$ cat config.mk
export PLATFORM = sky130hd
export DESIGN_NAME = alu_arbiter
export DESIGN_NICKNAME = d
export VERILOG_FILES = /design/src/rtl/alu_arbiter.sv
export SDC_FILE = /design/constraint.sdc
export NUM_CORES = 1
export LEC_CHECK = 0
export BUFFER_PORTS_ARGS = -buffer_cell sky130_fd_sc_hd__buf_2
export CORE_MARGIN = 8
export CORE_UTILIZATION = 48
export CTS_BUF_LIST = sky130_fd_sc_hd__clkbuf_16
export CTS_CLUSTER_SIZE = 16
export DETAILED_ROUTE_END_ITERATION = 10
export PLACE_DENSITY = 0.89
export SETUP_SLACK_MARGIN = 0.02
export SKIP_LAST_GASP = 1
export SLEW_MARGIN = 10
export SYNTH_ARGS = -nofsm -noshare
export SYNTH_HDL_FRONTEND = slang
export SYNTH_SLANG_ARGS = --single-unit
$ cat constraint.sdc
create_clock -name clk -period 3.49 [get_ports clk]
set_input_delay 0.1745 -clock clk [delete_from_list [all_inputs] [get_ports clk]]
set_output_delay 0.1745 -clock clk [all_outputs]
set_load 0.03 [all_outputs]
$ cat src/rtl/alu_arbiter.sv
// alu_arbiter: round-robin share of one combinational ALU between two
// requesters, with per-op multicycle hold and early rejection of bad ops.
module alu_arbiter #(
  parameter int BASE_LAT = 1,
  parameter int MUL_LAT  = 2,
  parameter int DIV_LAT  = 4
) (
  input  logic        clk,
  input  logic        rst_n,
  input  logic        req0_valid,
  output logic        req0_ready,
  input  logic [31:0] req0_op1,
  input  logic [31:0] req0_op2,
  input  logic [3:0]  req0_sel,
  input  logic        req1_valid,
  output logic        req1_ready,
  input  logic [31:0] req1_op1,
  input  logic [31:0] req1_op2,
  input  logic [3:0]  req1_sel,
  output logic        rsp0_valid,
  input  logic        rsp0_ready,
  output logic [31:0] rsp0_data,
  output logic        rsp0_zf,
  output logic        rsp0_err,
  output logic        rsp1_valid,
  input  logic        rsp1_ready,
  output logic [31:0] rsp1_data,
  output logic        rsp1_zf,
  output logic        rsp1_err,
  output logic [31:0] alu_op1,
  output logic [31:0] alu_op2,
  output logic [3:0]  alu_sel,
  input  logic [31:0] alu_out,
  input  logic        alu_zf
);

  localparam int MAXL_A = (BASE_LAT > MUL_LAT) ? BASE_LAT : MUL_LAT;
  localparam int MAXL   = (MAXL_A > DIV_LAT) ? MAXL_A : DIV_LAT;
  localparam int CW     = (MAXL > 1) ? $clog2(MAXL) : 1;

  localparam logic [CW-1:0] BL_M1 = CW'(BASE_LAT - 1);
  localparam logic [CW-1:0] ML_M1 = CW'(MUL_LAT - 1);
  localparam logic [CW-1:0] DL_M1 = CW'(DIV_LAT - 1);

  typedef enum logic [1:0] {
    IDLE,
    EXEC,
    RESP
  } state_t;

  state_t        state;
  logic          last_grant;
  logic          owner;
  logic [CW-1:0] cnt;
  logic [31:0]   data;
  logic          zf;
  logic          err;

  logic          gnt0;
  logic          gnt1;
  logic          acc;
  logic          acc_id;
  logic [31:0]   a_op1;
  logic [31:0]   a_op2;
  logic [3:0]    a_sel;
  logic          legal;
  logic          bad;
  logic [CW-1:0] lat_m1;
  logic          rsp_hs;

  // requester 0 wins a tie unless it was the last one served
  always_comb begin
    gnt0 = req0_valid && (!req1_valid || last_grant);
    gnt1 = req1_valid && (!req0_valid || !last_grant);
  end

  assign req0_ready = rst_n && (state == IDLE) && gnt0;
  assign req1_ready = rst_n && (state == IDLE) && gnt1;

  assign acc    = req0_ready || req1_ready;
  assign acc_id = req1_ready;
  assign a_op1  = acc_id ? req1_op1 : req0_op1;
  assign a_op2  = acc_id ? req1_op2 : req0_op2;
  assign a_sel  = acc_id ? req1_sel : req0_sel;

  always_comb begin
    legal  = 1'b1;
    lat_m1 = BL_M1;
    case (a_sel)
      4'b0000, 4'b0001, 4'b0010,
      4'b0110, 4'b0111: lat_m1 = BL_M1;
      4'b0101:          lat_m1 = ML_M1;
      4'b1111:          lat_m1 = DL_M1;
      default: begin
        legal  = 1'b0;
        lat_m1 = '0;
      end
    endcase
  end

  assign bad = !legal || ((a_sel == 4'b1111) && (a_op2 == 32'd0));

  assign rsp_hs = (rsp0_valid && rsp0_ready) ||
                  (rsp1_valid && rsp1_ready);

  always_ff @(posedge clk or negedge rst_n) begin
    if (!rst_n) begin
      state      <= IDLE;
      last_grant <= 1'b1;
      owner      <= 1'b0;
      cnt        <= '0;
      data       <= '0;
      zf         <= 1'b0;
      err        <= 1'b0;
      rsp0_valid <= 1'b0;
      rsp1_valid <= 1'b0;
      alu_op1    <= '0;
      alu_op2    <= '0;
      alu_sel    <= '0;
    end else begin
      unique case (state)
        IDLE: begin
          if (acc) begin
            owner      <= acc_id;
            last_grant <= acc_id;
            if (bad) begin
              data       <= '0;
              zf         <= 1'b0;
              err        <= 1'b1;
              rsp0_valid <= !acc_id;
              rsp1_valid <= acc_id;
              state      <= RESP;
            end else begin
              alu_op1 <= a_op1;
              alu_op2 <= a_op2;
              alu_sel <= a_sel;
              cnt     <= lat_m1;
              state   <= EXEC;
            end
          end
        end
        EXEC: begin
          if (cnt == '0) begin
            data       <= alu_out;
            zf         <= alu_zf;
            err        <= 1'b0;
            rsp0_valid <= !owner;
            rsp1_valid <= owner;
            state      <= RESP;
          end else begin
            cnt <= cnt - 1'b1;
          end
        end
        RESP: begin
          if (rsp_hs) begin
            rsp0_valid <= 1'b0;
            rsp1_valid <= 1'b0;
            state      <= IDLE;
          end
        end
        default: state <= IDLE;
      endcase
    end
  end

  assign rsp0_data = data;
  assign rsp0_zf   = zf;
  assign rsp0_err  = err;
  assign rsp1_data = data;
  assign rsp1_zf   = zf;
  assign rsp1_err  = err;

endmodule

## Word-level counts from Yosys, hierarchy flattened

Index checks and enable logic that the tools add are counted.
W data, S select, Z words.

- Register bits after elaboration: 110
- Bits of input ports: 175
- Output and inout port bits: 140
- Logic and storage cells: 95

- Add/sub/neg operators: 1
- Equal/unequal tests: 14
- Multiplexer cells: 35
- Bitwise logic cells: 1
- Reduce and logical (&&, ||, !) cells: 32

Operators by type and width:

| operator | number |
|---|---|
| $mux W32 | 5 |
| $pmux W32 S2 | 1 |
| $logic_not A32 Y1 | 1 |
| $mux W1 | 14 |
| $mux W2 | 7 |
| $eq A4 B3 Y1 const B | 3 |
| $ne A2 B2 Y1 const B | 6 |
| $logic_and A1 B1 Y1 | 8 |
| $pmux W2 S2 | 2 |
| $reduce_and A4 Y1 | 2 |
| $reduce_or A7 Y1 | 1 |
| $logic_not A1 Y1 | 6 |
| $pmux W1 S3 | 2 |
| $pmux W2 S3 | 1 |
| $reduce_and A3 Y1 | 2 |
| $logic_or A1 B1 Y1 | 5 |
| $reduce_and A5 Y1 | 1 |
| $eq A4 B1 Y1 const B | 1 |
| $eq A4 B2 Y1 const B | 1 |
| $eq A4 B4 Y1 const B | 1 |
| $logic_not A2 Y1 | 2 |
| $logic_not A4 Y1 | 1 |
| $mux W4 | 1 |
| $pmux W1 S2 | 2 |
| other kinds (7) | 7 |

## Depth between registers and ports, before layout

Gate-level depths: netlist (run 1).

- Depth after elaboration: 13
- Depth in mapped cells: 12
- Depth with buffers taken out: 10

## Worst setup path before layout (run 1)

OpenSTA, ideal clock, no wires.

- Path type: reg-to-reg
- From: reg state[0]
- To: reg alu_op2[21]
- Setup time: 137 ps
- Arrival time: 2098 ps
- Data required time: 3353 ps
- Path slack: 1255 ps
- Stages on the path, launching flop included: 13
- Buffers on the path: 2
- Period minus slack after synthesis: 2235 ps
- Path through: dfrtp_1 inv_1 ha_1 nand3_2 a21o_4 inv_2 o221ai_2 a21oi_4 nand2_2 buf_2 buf_2 nand2_1 o21ai_0

- Longest elaborated chain between the ends: 11
- Elaborated cells on any way between the ends: 22
- Those cells by class: eq/ne (6); mux (3); bitwise (1); reduce/logical (12)

RTL lines:

| element | RTL line | RTL |
|---|---|---|
| start: declaration | 51 | `state_t state;` |
| start signal: assignment | 108 | `state <= IDLE;` |
| start signal: assignment | 132 | `state <= RESP;` |
| start signal: assignment | 138 | `state <= EXEC;` |
| $logic_not A2 Y1 * | 78 | `assign req1_ready = rst_n && (state == IDLE) && gnt1;` |
| $logic_and A1 B1 Y1 * (2 in a row) | 78 |  |
| net req1_ready | 16 | `output logic req1_ready,` |
| $mux W4 | 84 | `assign a_sel = acc_id ? req1_sel : req0_sel;` |
| $eq A4 B4 Y1 (tied with other cells) | 89, 101 |  |
| $reduce_or A7 Y1 (no source line) | -- |  |
| $mux W1 | 89 | `case (a_sel)` |
| $logic_not A1 Y1 | 101 | `assign bad = !legal \|\| ((a_sel == 4'b1111) && (a_op2 == 32'd0));` |
| $logic_or A1 B1 Y1 | 101 |  |
| $not A1 Y1 (no source line) | -- |  |
| $reduce_and A3 Y1 (no source line) | -- |  |
| end signal: assignment | 135 | `alu_op2 <= a_op2;` |
| end: declaration | 31 | `output logic [31:0] alu_op2,` |

Mark *: on every way through the listed nets, which the timed path passes. The rest lies on a longest branch.
A chain may end at the register's enable or synchronous reset.

## Worst setup path after layout (run 1)

- From: reg state[0]
- To: reg data[16], in the netlist rsp0_data[16]

- Longest elaborated chain between the ends: 11
- Elaborated cells on any way between the ends: 27
- Those cells by class: eq/ne (10); mux (4); reduce/logical (13)

RTL lines:

| element | RTL line | RTL |
|---|---|---|
| $logic_not A2 Y1 | 77, 78, 121 |  |
| $logic_and A1 B1 Y1 | 77, 78 |  |
| $logic_and A1 B1 Y1 | 78 |  |
| $mux W4 | 84 |  |
| $eq A4 B4 Y1 (tied with other cells) | 89, 101 |  |
| $reduce_or A7 Y1 (no source line) | -- |  |
| $mux W1 | 89 |  |
| $logic_not A1 Y1 | 101 |  |
| $logic_or A1 B1 Y1 | 101 |  |
| $ne A2 B2 Y1 (no source line) | -- |  |
| $reduce_and A4 Y1 (no source line) | -- |  |
| end signal: assignment | 144 | `data <= alu_out;` |
| end: declaration | 55 | `logic [31:0] data;` |

Parallel ways exist; a longest one is shown, timed or not.

==> impl_results.md, run 1 <==
- Status: finished clean
- Crit end category: flip-flop
- RSZ-0062 raised after global routing: no
- ANT nets after route: 0
- Worst EP arrival: ~3.2 ns
- FF-to-FF Start: state[0]
- Multiplexer share of the synthesized area: 13.0%
- Reg2reg end: rsp0_data[16]
- Max-cap violations: 0
- Post-synth top area share: approximately half
- Setup WS post-layout: between 0.5 and 0.6 ns
- Drt total wl: 17100 µm
- Adder-Cell Fraction of Synth Area: 1.16%
- Final Wtd Congestion: about 0.86
- Drt drc: 0
- Worst-Skew Late Latency: 0.34 ns
- Hold Crit Class: input pin to flip-flop
- Lkg Pwr: 0.00421 µW
- Unique cell type count in the Yosys netlist: between 40 and 50
- Place WS: 0.686 ns
- Routed vias/inst: 5.26
- Fin crit period: 2.90 ns
- Simple-gate share of the synthesized area: 10.6%
- Clk_skew: 0.0126 ns
- Initial antenna violation count: 1
- Synthesized cell area: 5410 µm²
- Maximum vdd ir drop: 775 µV
- Die H: 122 µm
- Clock-pin slew on the worst setup and hold paths: 0.08 ns
- Reg2reg setup slack: 0.59 ns
- WHS Endpoint: rsp0_data[6]
- CP max stage cell: ha_1
- Post-synthesis xor/xnor area fraction: 0.324%
- Row cnt: 38
- Crit-path cells: inv_1 > ha_1 > nand3_2 > a21o_4 > nor4_2 > nor2_1 > a21o_1 > a21oi_4 > buf_4 > a22o_1
- Peak Freq: 345 MHz
- Drt initial violations: 401
- Slew Viols, Final: 0
- Largest family of logic cells by synthesized area: compound AO/OA/AOI/OAI gates
- Avg Cell Area, Syn: 10.4 µm²
- Top Ports: 315
- CTS H-tree lvls: 3
- Hold Path Cell Cnt: 2
- Layout area overhead: 31.9%
- Crit path launch type: flip-flop
- Clock Path Buffers: 2
- Post-CTS setup buffers: 0
- Seq/Total Area, Yosys: 50.9%
- Fin. Hold Viols: 0
- Slew @ Worst Pin: 0.737 ns
- Vias in the first global route: between 5000 and 6000
- Reg2Reg Depth: 10
- DR WL/cell: ~18 µm
- All-Layer GR Usage: between 20 and 25%
- Post-synthesis cell count: 518
- TNS Setup: 0 ns
- Synth area leaders: dfrtp_1, mux2i_1, a22o_1
- Starting density of the core: 49.5%
- DR pass1 iterations: 4
- TritonCTS buffer count: 9
- Placeable Area: 10900 µm²
- Setup violations, final: 0
- Syn nets: 698
- Min-delay src: alu_out[6]
- Worst-path maximum fanout: 33
- Period utilization: between 80% and 90%
- Ys flop type: dfrtp_1
- DR vias: between 4000 and 5000
- Power Density: 988 nW/µm²
- Largest net degree at the start of global routing: 60
- Crit path largest cell delay: between 0.4 and 0.5 ns
- PortBufs: 314
- Congestion Overflow GR: 0
- Fraction of layout cells with a size suffix above 1: 44.0%
- Die Wd: 122 µm
- Worst EP required: 3.75 ns
- Area leader, netlist: dfrtp_1
- CTS root buf: clkbuf_16
- Synth async-reset ratio: 100%
- Die area: roughly 15000 µm²
- Yosys warnings: 0
- Dpl hpwl: 14000 µm
- Layout Nets: 970
- Post-synthesis sequential element count: 110
- First-pass GRT wire length: 26400 µm
- Sink Count: 110
- CTS tree: done
- Number of synthesized flops with an enable pin: 0
- Worst Setup Path Type: flip-flop to flip-flop
- Post-synthesis compound-gate area fraction: between 10% and 20%
- Slew HR: 50.8%
## cell usage after synthesis, types with 2 or more instances
| master | n |
|---|---|
| buf_2 | 9 |
| nand2_1 | 76 |
| nand3_1 | 5 |
| xnor2_1 | 2 |
| inv_1 | 10 |
| a22o_1 | 33 |
| ha_1 | 5 |
| a21oi_1 | 8 |
| o21ai_0 | 36 |
| mux2i_1 | 68 |
| buf_4 | 37 |
| nor4_1 | 16 |
| mux2_1 | 2 |
| nor2_1 | 9 |
| nor4_2 | 2 |
| dfrtp_1 | 109 |
| o21ai_1 | 38 |
| a21oi_4 | 2 |
| o211ai_1 | 3 |
| nand4_1 | 8 |
| buf_1 | 4 |
| clkbuf_1 | 14 |
## area by class of cell
type                            count  area (µm²)
Antenna cell                        1        2.50
Clock buffer                        9         225
Clock inverter                      6        38.8
Fill cell                         894        3800
Inverter                           11        41.3
Multi-Input combinational cell    333        2230
Sequential cell                   110        2750
Tap cell                          140         175
Timing Repair Buffer              325        1670
## worst max-delay path, delay by kind of cell, from the launching register on
family	cells	cell delay, ns
buffers and inverters	2	0.47
AO/OA/AOI/OAI	4	0.82
flip-flops	1	0.42
adder cells (fa/ha/maj)	1	0.47
AND/OR/NAND/NOR	3	0.62
## kinds of logic (layout without fill, tap and decap cells)
kind of cell / count (synthesis) / in the layout
compound gates: 132 / 132
simple gates: 124 / 124
xor+xnor: 2 / 2
flops: 110 / 110
buf+inv: 75 / 351
other cells: 0 / 1
fa+ha+maj: 5 / 5
mux: 70 / 70
## flip-flops by register name (all words and copies together), names as in the netlist
register    count
alu_op2        32
rsp0_err        1
state           2
owner           1
rsp0_zf         1
alu_sel         4
rsp0_valid      1
cnt             2
rsp0_data      32
rsp1_valid      1
alu_op1        32
last_grant      1
## worst max path at each step
stage	from	end	slack [ns]	depth (start not counted)
2_1_floorplan	state[0]	alu_op2[21]	1.26	12
3_3_place_gp	state[0]	rsp0_data[1]	0.80	11
3_5_place_dp	state[0]	rsp0_data[16]	0.69	10
4_1_cts	state[0]	rsp0_data[16]	0.61	10
5_1_grt	state[0]	rsp0_data[18]	0.32	10
6_report	state[0]	rsp0_data[16]	0.59	10
## power breakdown
group / switching [µW] / internal, µW
registers: 380 / 1910
logic: 2690 / 1140
clock network: 454 / 481
total: 3530 / 3530
## per-stage QoR
stage,utilization [%],power [µW],instance area (µm²),std cells,hold slack (ns)
after floorplan,-,5100,5410,518,-0.121
after global placement,62.8,6070,6860,918,0.0375
after detailed placement,62.8,6170,6860,918,0.0393
after CTS,65.3,7130,7140,934,0.0440
after global routing,65.3,7490,7140,935,0.0462
final,65.3,7060,7140,935,0.0502
## cells in the final DEF, fill, tap and decap left out, types with 2 or more instances in the layout
| cell type | count |
|---|---|
| xnor2_1 | 2 |
| o211ai_1 | 3 |
| buf_2 | 313 |
| nand3_1 | 5 |
| a21oi_4 | 2 |
| o21ai_0 | 36 |
| inv_1 | 11 |
| nor2_1 | 9 |
| a22o_1 | 33 |
| mux2i_1 | 68 |
| clkbuf_16 | 9 |
| buf_4 | 10 |
| mux2_1 | 2 |
| nand2_1 | 76 |
| nand4_1 | 8 |
| o21ai_1 | 38 |
| nor4_1 | 16 |
| inv_6 | 2 |
| nor4_2 | 2 |
| a21oi_1 | 8 |
| dfrtp_1 | 109 |
| ha_1 | 5 |
## routing by layer
layer  track usage, %  up-vias  wire [µm]
met1             24.9     2318       6390
met2             39.2      219       8730
met3             7.73       15       1770
met5                0        -          0
li1                 -     2367          -
met4             5.86        0        255
## timing repair
action,4_1_cts,5_1_grt
hold buffers,1,0
resized for setup,0,0
endpoints found under the setup margin,0,0
endpoints found under the hold margin,8,0
Note: power is estimated with default switching activity, not from simulation.
==> run 2: changes to the inputs <==
--- a/config.mk
+++ b/config.mk
@@ -7,11 +7,11 @@
 export LEC_CHECK = 0
 export BUFFER_PORTS_ARGS = -buffer_cell sky130_fd_sc_hd__buf_2
 export CORE_MARGIN = 8
-export CORE_UTILIZATION = 48
+export CORE_UTILIZATION = 40
 export CTS_BUF_LIST = sky130_fd_sc_hd__clkbuf_16
 export CTS_CLUSTER_SIZE = 16
 export DETAILED_ROUTE_END_ITERATION = 10
-export PLACE_DENSITY = 0.89
+export PLACE_DENSITY = 0.79
 export SETUP_SLACK_MARGIN = 0.02
 export SKIP_LAST_GASP = 1
 export SLEW_MARGIN = 10
==> constraint.sdc (replaced) <==
create_clock -name clk -period 2.5 [get_ports clk]
set_input_delay 0.125 -clock clk [delete_from_list [all_inputs] [get_ports clk]]
set_output_delay 0.125 -clock clk [all_outputs]
set_load 0.03 [all_outputs]
==> impl_results.md, run 2 (synthesis gave the netlist of run 1 again) <==
- Status: finished clean (unchanged)
- Area taken by multi-input logic gates: 2250 µm² (was 2230 µm²)
- # fillers: 1175 (was 894)
- Util after Layout: 57.2% (was 65.3%)
- Clk_skew: 0.00588 ns (was 0.0126 ns)
- Crit path largest cell delay: 0.38 ns (was 0.47 ns)
- Slew Viols, Final: 0 (unchanged)
- CTS root buf: clkbuf_16 (unchanged)
- Die Wd: 132 µm (was 122 µm)
- Worst EP required: 2.78 ns (was 3.75 ns)
- Starting density of the core: 40.9% (was 49.5%)
- Antenna diodes: 0 (was 1)
- Power Density: 1330 nW/µm² (was 988 nW/µm²)
- Most Frequent Cell on Critical Path: a21oi_4
- ANT nets after route: 0 (unchanged)
- Worst Setup Path Type: flip-flop to flip-flop (unchanged)
- Initial antenna violation count: 1 (unchanged)
- Maximum vdd ir drop: 610 µV (was 775 µV)
- Die area: 17500 µm² (was 14900 µm²)
- Logic pwr share: 54.2% (was 54.4%)
- Peak Freq: 430 MHz (was 345 MHz)
- Reg2reg setup slack: 0.17 ns (was 0.59 ns)
- Die H: 132 µm (was 122 µm)
- Top Ports: 315 (unchanged)
- Fin. Hold Viols: 0 (unchanged)
- Setup violations, final: 0 (unchanged)
- Vias in the first global route: 5277 (was 5132)
- Switching Share: 49.2% (was 50.0%)
- Max-cap violations: 0 (unchanged)
- Worst-Skew Late Latency: 0.34 ns (about the same)
- RSZ-0062 raised after global routing: yes (was no)
- Final Wtd Congestion: 0.879 (was 0.857)
- Row cnt: 42 (was 38)
- Place WS: 0.148 ns (was 0.686 ns)
- Clock Path Buffers: 2 (unchanged)
- Crit-path cells: inv_1 > ha_1 > nand3_2 > a21o_4 > inv_2 > nor4_2 > a21oi_4 > a21o_1 > a21oi_4 > clkbuf_16 > a22o_1 (was inv_1 > ha_1 > nand3_2 > a21o_4 > nor4_2 > nor2_1 > a21o_1 > a21oi_4 > buf_4 > a22o_1)
- Dpl hpwl: 13800 µm (was 14000 µm)
- Placeable Area: 13200 µm² (was 10900 µm²)
- Power share of the clock group: 13.9% (was 13.3%)
- Sink Count: 110 (unchanged)
- Congestion Overflow GR: 0 (unchanged)
- Worst-path maximum fanout: 16 (was 33)
- TritonCTS buffer count: 9 (unchanged)
- First-pass GRT wire length: 28300 µm (was 26400 µm)
- CTS H-tree lvls: 3 (unchanged)
- Net Sw Power: 4940 µW (was 3530 µW)
- DR pass1 iterations: 4 (unchanged)
- All-Layer GR Usage: 19.9% (was 22.1%)
- CP max stage cell: dfrtp_1 (was ha_1)
- Fin Hold WS: 0.0129 ns (was 0.0502 ns)
- Drt drc: 0 (unchanged)
- FF/Latch Area: 2750 µm² (unchanged)
- CTS tree: done (unchanged)
- Crit path launch type: flip-flop (unchanged)
- Largest net degree at the start of global routing: 57 (was 60)
- Commonest cells after routing, fill and taps aside: buf_2, dfrtp_1, nand2_1 (unchanged)
- Clock-pin slew on the worst setup and hold paths: 0.07 ns (was 0.08 ns)
- Period utilization: 93.0% (was 83.1%)
- Commonest non-fill, non-tap cell in the layout: buf_2 (unchanged)
- Tot Pwr: 10000 µW (was 7060 µW)
- Fraction of layout cells with a size suffix above 1: 43.0% (was 44.0%)
- TNS Setup: 0 ns (unchanged)
- PortBufs: 314 (unchanged)
- Fin crit period: 2.33 ns (was 2.90 ns)
- Lkg Pwr: 0.00438 µW (was 0.00421 µW)
- Routed vias/inst: 5.03 (was 5.26)
- Drt total wl: 17900 µm (was 17100 µm)
- Setup WS post-layout: 0.174 ns (was 0.588 ns)
- Drt initial violations: 249 (was 401)
- Crit end category: flip-flop (unchanged)
- Slew HR: 53.4% (was 50.8%)
- DR WL/cell: 17.9 µm (was 18.3 µm)
- Internal power: 5110 µW (was 3530 µW)
- Sequential share of power: 31.9% (was 32.4%)
- Hold Crit Class: input pin to flip-flop (unchanged)
- Layout area overhead: 40.0% (was 31.9%)
- Worst EP arrival: 2.60 ns (was 3.16 ns)
- Layout Nets: 999 (was 970)
- DR vias: 5028 (was 4919)
- Slew @ Worst Pin: 0.699 ns (was 0.737 ns)
[run 2: cell count changes in the layout (fill, tap and decap cells not counted), moves of 2 or more]
cell and delta:
buf_4 -3, inv_6 -2, clkinv_1 +2, dlygate4sd3_1 +26, buf_12 +4, clkinvlp_4 +2
[run 2: critical path, delay by kind of cell, from the launching register on]
kind,cells,cell delay [ns]
AO/OA/AOI/OAI,5,0.80
buffers and inverters,3,0.38
AND/OR/NAND/NOR,2,0.46
flip-flops,1,0.38
adder cells (fa/ha/maj),1,0.23
[run 2: power by group through the flow]
stage / registers (µW) / clock network [µW] / logic, µW
3_3_place_gp: 3200 / 0 / 5340
5_1_grt: 3320 / 1520 / 5820
3_5_place_dp: 3220 / 0 / 5420
2_1_floorplan: 4840 / 0 / 2290
4_1_cts: 3200 / 1450 / 5460
6_report: 3210 / 1390 / 5440
[run 2: final timing paths]
check	start	end	cells past startpoint
setup / recovery	state[0]	rsp0_data[2]	11
hold / removal	alu_out[21]	rsp0_data[21]	2
setup reg to reg	state[0]	rsp0_data[2]	11
hold reg to reg	alu_op1[9]	alu_op1[9]	2
max in group asynchronous	rst_n	alu_op1[13]	4
min in group asynchronous	rst_n	alu_sel[3]	3
[run 2: per-stage QoR]
stage,cells,cell area [µm²]
final,1000,7580
after global routing,1000,7580
after detailed placement,956,6970
after CTS,999,7530
after floorplan,518,5410
after global placement,956,6970
[run 2: final cells by class]
class | instances | area share [%]
Multi-Input combinational cell | 333 | 29.6
Clock buffer | 9 | 2.97
Clock inverter | 7 | 0.859
Inverter | 11 | 0.545
Tap cell | 176 | 2.91
Sequential cell | 110 | 36.3
Timing Repair Buffer | 354 | 26.7
[run 2: per-layer routing]
metal	vias up	global-route usage (%)	share of wire (%)	wire (µm)
li1	2426	-	-	-
met1	2358	21.7	39	6980
met2	218	35.4	51	9110
met3	24	6.71	8.0	1430
met4	2	7.13	2.1	368
met5	-	0	0.073	13
[run 2: repair_timing]
action	4_1_cts	5_1_grt
endpoints found under the setup margin	0	58
resized for setup	0	4
hold buffers	27	0
buffers inserted	0	0
endpoints found under the hold margin	75	0
